## config.mk

```make
export PLATFORM = sky130hd
export DESIGN_NAME = id_decode_stage
export DESIGN_NICKNAME = d
export VERILOG_FILES = /design/src/rtl/id_decode_stage_pkg.sv /design/src/rtl/id_decode_stage_register_file.sv /design/src/rtl/id_decode_stage.sv
export SDC_FILE = /design/constraint.sdc
export NUM_CORES = 2
export LEC_CHECK = 0
export CAP_MARGIN = 20
export CORE_AREA = 2 2 470 472
export CTS_BUF_LIST = sky130_fd_sc_hd__clkbuf_4
export DETAILED_ROUTE_END_ITERATION = 8
export DIE_AREA = 0 0 472 474
export GPL_TIMING_DRIVEN = 0
export PLACE_DENSITY = 0.49
export SETUP_SLACK_MARGIN = 0.3
export SYNTH_ARGS = -nofsm -noshare
export SYNTH_HDL_FRONTEND = slang
export SYNTH_SLANG_ARGS = --single-unit
```

## constraint.sdc

```tcl
create_clock -name clk -period 75.3 [get_ports clk]
set_clock_uncertainty 0.15 [all_clocks]
set_input_delay 22.59 -clock clk [delete_from_list [all_inputs] [get_ports clk]]
set_output_delay 22.59 -clock clk [all_outputs]
set_load 0.005 [all_outputs]
```

## src/rtl/id_decode_stage_pkg.sv

```systemverilog
// Shared pipeline definitions: opcodes, control-word layout and encodings.
package id_decode_stage_pkg;

    localparam int DATA_W    = 32;
    localparam int REG_IDX_W = 5;
    localparam int NUM_REGS  = 32;
    localparam int CTRL_W    = 12;

    // Primary opcodes, instruction bits [31:26]
    localparam logic [5:0] OP_RTYPE = 6'b000000;
    localparam logic [5:0] OP_LB    = 6'b100000;
    localparam logic [5:0] OP_LH    = 6'b100001;
    localparam logic [5:0] OP_LW    = 6'b100011;
    localparam logic [5:0] OP_LBU   = 6'b100100;
    localparam logic [5:0] OP_LHU   = 6'b100101;
    localparam logic [5:0] OP_SB    = 6'b101000;
    localparam logic [5:0] OP_SH    = 6'b101001;
    localparam logic [5:0] OP_SW    = 6'b101011;
    localparam logic [5:0] OP_BEQ   = 6'b000100;
    localparam logic [5:0] OP_ADDI  = 6'b001000;
    localparam logic [5:0] OP_ANDI  = 6'b001100;
    localparam logic [5:0] OP_ORI   = 6'b001101;
    localparam logic [5:0] OP_SLTI  = 6'b001010;

    typedef enum logic [1:0] {
        ALU_ADD   = 2'b00,
        ALU_SUB   = 2'b01,
        ALU_FUNCT = 2'b10,
        ALU_IMM   = 2'b11
    } alu_op_e;

    typedef enum logic [1:0] {
        MEM_BYTE = 2'b00,
        MEM_HALF = 2'b01,
        MEM_WORD = 2'b11
    } mem_size_e;

    // Field order fixes the bit map: reg_dst is bit 11, mem_size is [1:0]
    typedef struct packed {
        logic      reg_dst;
        logic      alu_src;
        logic      mem_to_reg;
        logic      reg_write;
        logic      mem_read;
        logic      mem_write;
        logic      branch;
        logic      mem_unsigned;
        alu_op_e   alu_op;
        mem_size_e mem_size;
    } ctrl_word_t;

    localparam ctrl_word_t CTRL_NOP = '0;

    // Opcode to control word; unknown opcodes decode as a bubble
    function automatic ctrl_word_t decode_ctrl(input logic [5:0] opcode);
        ctrl_word_t c;
        c = CTRL_NOP;
        case (opcode)
            OP_RTYPE: begin
                c.reg_dst   = 1'b1;
                c.reg_write = 1'b1;
                c.alu_op    = ALU_FUNCT;
            end
            OP_LB, OP_LH, OP_LW, OP_LBU, OP_LHU: begin
                c.alu_src      = 1'b1;
                c.mem_to_reg   = 1'b1;
                c.reg_write    = 1'b1;
                c.mem_read     = 1'b1;
                c.mem_unsigned = (opcode == OP_LBU) || (opcode == OP_LHU);
                if (opcode == OP_LW)
                    c.mem_size = MEM_WORD;
                else if ((opcode == OP_LH) || (opcode == OP_LHU))
                    c.mem_size = MEM_HALF;
                else
                    c.mem_size = MEM_BYTE;
            end
            OP_SB, OP_SH, OP_SW: begin
                c.alu_src   = 1'b1;
                c.mem_write = 1'b1;
                if (opcode == OP_SW)
                    c.mem_size = MEM_WORD;
                else if (opcode == OP_SH)
                    c.mem_size = MEM_HALF;
                else
                    c.mem_size = MEM_BYTE;
            end
            OP_BEQ: begin
                c.branch = 1'b1;
                c.alu_op = ALU_SUB;
            end
            OP_ADDI: begin
                c.alu_src   = 1'b1;
                c.reg_write = 1'b1;
            end
            OP_ANDI, OP_ORI, OP_SLTI: begin
                c.alu_src   = 1'b1;
                c.reg_write = 1'b1;
                c.alu_op    = ALU_IMM;
            end
            default: c = CTRL_NOP;
        endcase
        return c;
    endfunction

endpackage

```

## src/rtl/id_decode_stage_register_file.sv

```systemverilog
// 32x32 register file: one synchronous write port, two combinational read
// ports with write-through bypass, and a flat dump of the raw array.
module id_decode_stage_register_file
    import id_decode_stage_pkg::*;
(
    input  logic                         clk,
    input  logic                         rst,
    input  logic                         we,
    input  logic [REG_IDX_W-1:0]         wa,
    input  logic [DATA_W-1:0]            wd,
    input  logic [REG_IDX_W-1:0]         ra1,
    input  logic [REG_IDX_W-1:0]         ra2,
    output logic [DATA_W-1:0]            rd1,
    output logic [DATA_W-1:0]            rd2,
    output logic [NUM_REGS*DATA_W-1:0]   dump
);

    logic [DATA_W-1:0] regs_reg [NUM_REGS];

    // Array clears on reset; otherwise the write port updates one entry
    always_ff @(posedge clk or posedge rst) begin
        if (rst) begin
            for (int i = 0; i < NUM_REGS; i++)
                regs_reg[i] <= '0;
        end else if (we) begin
            regs_reg[wa] <= wd;
        end
    end

    // A write in flight is forwarded so the same-edge latch sees the new value
    assign rd1 = (we && (ra1 == wa)) ? wd : regs_reg[ra1];
    assign rd2 = (we && (ra2 == wa)) ? wd : regs_reg[ra2];

    // Debug dump shows stored contents only, never the bypass
    generate
        for (genvar gi = 0; gi < NUM_REGS; gi++) begin : g_dump
            assign dump[gi*DATA_W +: DATA_W] = regs_reg[gi];
        end
    endgenerate

endmodule

```

## src/rtl/id_decode_stage.sv

```systemverilog
// ID stage: operand read, immediate sign extension, control decode and the
// ID/EX pipeline register.
module id_decode_stage
    import id_decode_stage_pkg::*;
(
    input  logic          clk,
    input  logic          rst,
    input  logic          ena,
    input  logic          stop,
    input  logic          reg_write_in,
    input  logic [31:0]   instruccion,
    input  logic [4:0]    WR,
    input  logic [31:0]   WD,
    output logic [31:0]   data1,
    output logic [31:0]   data2,
    output logic [31:0]   ext_sig,
    output logic [11:0]   palabra_salida,
    output logic [1023:0] registros
);

    logic [31:0] rd1;
    logic [31:0] rd2;
    logic [31:0] ext_next;
    ctrl_word_t  ctrl_next;

    id_decode_stage_register_file u_register_file (
        .clk  (clk),
        .rst  (rst),
        .we   (reg_write_in),
        .wa   (WR),
        .wd   (WD),
        .ra1  (instruccion[25:21]),
        .ra2  (instruccion[20:16]),
        .rd1  (rd1),
        .rd2  (rd2),
        .dump (registros)
    );

    // Decode control word and sign-extended immediate from the raw instruction
    always_comb begin
        ctrl_next = decode_ctrl(instruccion[31:26]);
        ext_next  = {{16{instruccion[15]}}, instruccion[15:0]};
    end

    // ID/EX register: hold when disabled, bubble clears only the control word
    always_ff @(posedge clk or posedge rst) begin
        if (rst) begin
            data1          <= '0;
            data2          <= '0;
            ext_sig        <= '0;
            palabra_salida <= '0;
        end else if (ena) begin
            data1          <= rd1;
            data2          <= rd2;
            ext_sig        <= ext_next;
            palabra_salida <= stop ? CTRL_NOP : ctrl_next;
        end
    end

endmodule

```

==> results.toml <==
[cts]
cts_num_sinks = 1115
cts_root_buf = "clkbuf_4"
cts_htree_levels = 5
ctsHoldBuffers = 0
postCtsSetupBuffers = 0
clkTransAtPathRegs_ns = 0.06
cts_buffers = 357
cts_tree = "done"
clockBufferDepth = 4
cts_resized = 0
clock_latency_ns = 1.46

[worst_setup_path]
cp-start-kind = "primary input"
path_class = "in2reg"
timing.rr.end = "data2[17]$_DFFE_PP0P_"
reg2reg_slack_ns = 72.80
crit_arrival_ns = 26.86
worstReg2RegStart = "u_register_file.dump[1009]$_DFFE_PP0P_"
crit_required_ns = 76.39
ff2ff_path_depth = 5
worstPathMaxFanout = 10
end_kind = "flop"

[power]
net-switching-power_mw = 0.797
irDropWorstVdd_mv = 0.0169
p_int_mw = 1.44
clkPwrFrac_pct = 27.7
p_seq_share_pct = 38.7
p_comb_share_pct = 33.6
netSwitchingFraction_pct = 35.6
p_per_area_nw_per_um2 = 28.0
p_leak_nw = 33.4

[cells_and_area]
finalNetCount = 5535
seqCellArea_sq_um = 27900
layout_common_cells = "1191 x clkdlybuf4s50_1, 1115 x dfrtp_1, 1041 x mux2_2"
area_growth_pct = 36.2
fin_cells = 8578
layout_commonest_cell = "clkdlybuf4s50_1"
multiInputGateArea_sq_um = 28600
finalInstanceArea_sq_um = 79800
drive_above_1_share_pct = 41.7
nFillCells = 21336

[routing]
wirelength_mm = 397
vias_per_cell = 5.64
drtIter0Drc = 5455
post_drt_wl_per_cell_um = 46.3
drc = 0
ant_nets = 0
vias = 48395
drtPass1Iterations = 6

[logic_synthesis]
yosysUniqueCellTypes = 48
synth_edf_count = 0
synth_ff_type = "dfrtp_1"
synth_top_area_share_pct = 47.6
ys_warn_count = 0
synth_top_family_by_area = "multiplexers"
syn-cell-area_sq_um = 58600
avgSynthCellArea_sq_um = 15.3
yosys.area.top_type = "dfrtp_1"
yosys.area_share.simple_pct = 2.10
synthMuxAreaShare_pct = 43.7
synth_compound_gate_area_share_pct = 2.82
syn_nets = 3903
synth-adder-area-share_pct = 0
synth_xor_area_share_pct = 0.149
synth_area_leaders = "dfrtp_1 48%, mux4_2 21%, mux2_2 20%"
yosysSeqAreaShare_pct = 47.6
syn-instance-count = 3829
async_flop_share_pct = 100
yosys_register_bits = 1115

[floorplan]
pin_count = 1206
fp-row-count = 172
fp.dieH_um = 474
die_w_um = 472
dieArea_sq_um = 224000
core_area_sq_um = 219000
start_util_pct = 26.8

[worst_hold_path]
hold_class = "reg2reg"
holdCritStartpoint = "palabra_salida[8]$_DFFE_PP0P_"
whs_path_depth = 2
min_to = "palabra_salida[8]$_DFFE_PP0P_"

[placed_design]
dp.cells = 7966
dpl_cell_area_sq_um = 75500
gp_congestion = 0.913
dpl.hpwl_mm = 310
pre_cts_ws_ns = 48.25
port-buffer-count = 1191

[global_route]
overflow = 0
met3_usage_pct = 12.5
grt.total_usage_pct = 34.7
grt_max_degree = 118
grt_pass1_wl_mm = 508
grt_antenna_before_repair = 45
grt_util_met2_pct = 51.9
grt_pass1_vias = 48130
grt_use_met1_pct = 44.3
grt-busiest-layer = "met2"

[sta]
finalCritPeriodShare_pct = 34.2
max_clock_freq_mhz = 38.8
relSlewSlack_pct = 6.98
min_period_ns = 25.77
worst_slew_pin_slew_ns = 1.40
final.setup.tns_ns = 0
rsz0062_at_grt = "no"
slew_viol_final = 0
layout_setup_ws_ns = 49.53
finalHoldViolCount = 0
finalSetupViolCount = 0

[status]
status = "complete, no violations"

[flow_run]
max-cap-violations = 0
## synthesized netlist by cell type, types with 5 or more instances
| cell | count |
|---|---|
| buf_6 | 15 |
| mux2i_1 | 179 |
| dfrtp_1 | 1115 |
| nand4_1 | 6 |
| a221oi_1 | 27 |
| clkbuf_1 | 190 |
| a22oi_1 | 67 |
| nor3b_1 | 6 |
| o21ai_0 | 56 |
| nand3_1 | 29 |
| buf_2 | 81 |
| inv_1 | 36 |
| xnor2_1 | 6 |
| mux2_2 | 1041 |
| mux4_2 | 538 |
| nand2b_1 | 5 |
| a21oi_1 | 39 |
| and3_1 | 5 |
| buf_4 | 46 |
| nand3b_1 | 8 |
| nand2_1 | 109 |
| o2111ai_1 | 23 |
| buf_1 | 75 |
| nor2b_1 | 39 |
| nor2_1 | 37 |
## stage by stage
stage / utilization [%] / power, mW / hold WS, ns
after global routing: 36.5 / 2.31 / 0.370
after CTS: 36.4 / 2.24 / 0.348
after global placement: 33.9 / 1.60 / 0.320
after floorplan: - / 1.10 / 0.329
final: 36.5 / 2.23 / 0.346
after detailed placement: 34.5 / 1.61 / 0.333
## logic make-up after synthesis
logic type / count (synthesis)
AO/OA/AOI/OAI: 241
XOR/XNOR: 10
buffers and inverters: 448
flip-flops: 1115
multiplexers: 1758
AND/OR/NAND/NOR: 257
## how the worst max path moves through the flow
stage                                  startpoint  slack [ns]  cells past startpoint                                    end
after global routing      ext_sig[15]$_DFFE_PP0P_       49.53                      2                            ext_sig[29]
after global placement                        rst        4.22                      2  u_register_file.dump[794]$_DFFE_PP0P_
after CTS                 ext_sig[15]$_DFFE_PP0P_       49.56                      2                            ext_sig[16]
final                             instruccion[23]       49.53                      9                  data1[10]$_DFFE_PP0P_
after floorplan                               rst       21.16                      1                   data1[0]$_DFFE_PP0P_
after detailed placement          instruccion[23]       48.25                      9                  data1[10]$_DFFE_PP0P_
## final cells by class
cell class / instances / share of cell area [%]
multi-input combinational: 2266 / 35.8
sequential: 1115 / 34.9
timing repair buffer: 1273 / 16.7
clock buffer: 506 / 4.76
tap: 2871 / 4.50
buffer: 412 / 2.54
clock inverter: 61 / 0.439
inverter: 36 / 0.179
antenna: 38 / 0.119
## flip-flops by register name, indices dropped and copies added (netlist names)
signal	flops
data2	32
u_register_file.dump	1024
data1	32
ext_sig	16
palabra_salida	11
## worst max-delay path, stage by stage
cell and delay [ns]:
clkdlybuf4s50_1 0.76, buf_4 0.46, buf_4 0.39, buf_4 0.37, buf_2 0.77, buf_2 0.65
mux4_2 0.53, nand2_1 0.14, o2111ai_1 0.11
## layer usage
layer	up-vias	wire length [um]
met5	-	99
met2	3024	174000
met4	4	21300
met3	669	40500
met1	26392	161000
li1	18306	-
## power groups by stage
stage / combinational [mW] / clock, mW / sequential [mW]
global placement: 0.735 / 0 / 0.864
global route: 0.774 / 0.662 / 0.876
floorplan: 0.277 / 0 / 0.822
CTS: 0.746 / 0.631 / 0.859
finish: 0.752 / 0.618 / 0.865
detailed placement: 0.742 / 0 / 0.868
Note: power is estimated with default switching activity, not from simulation.
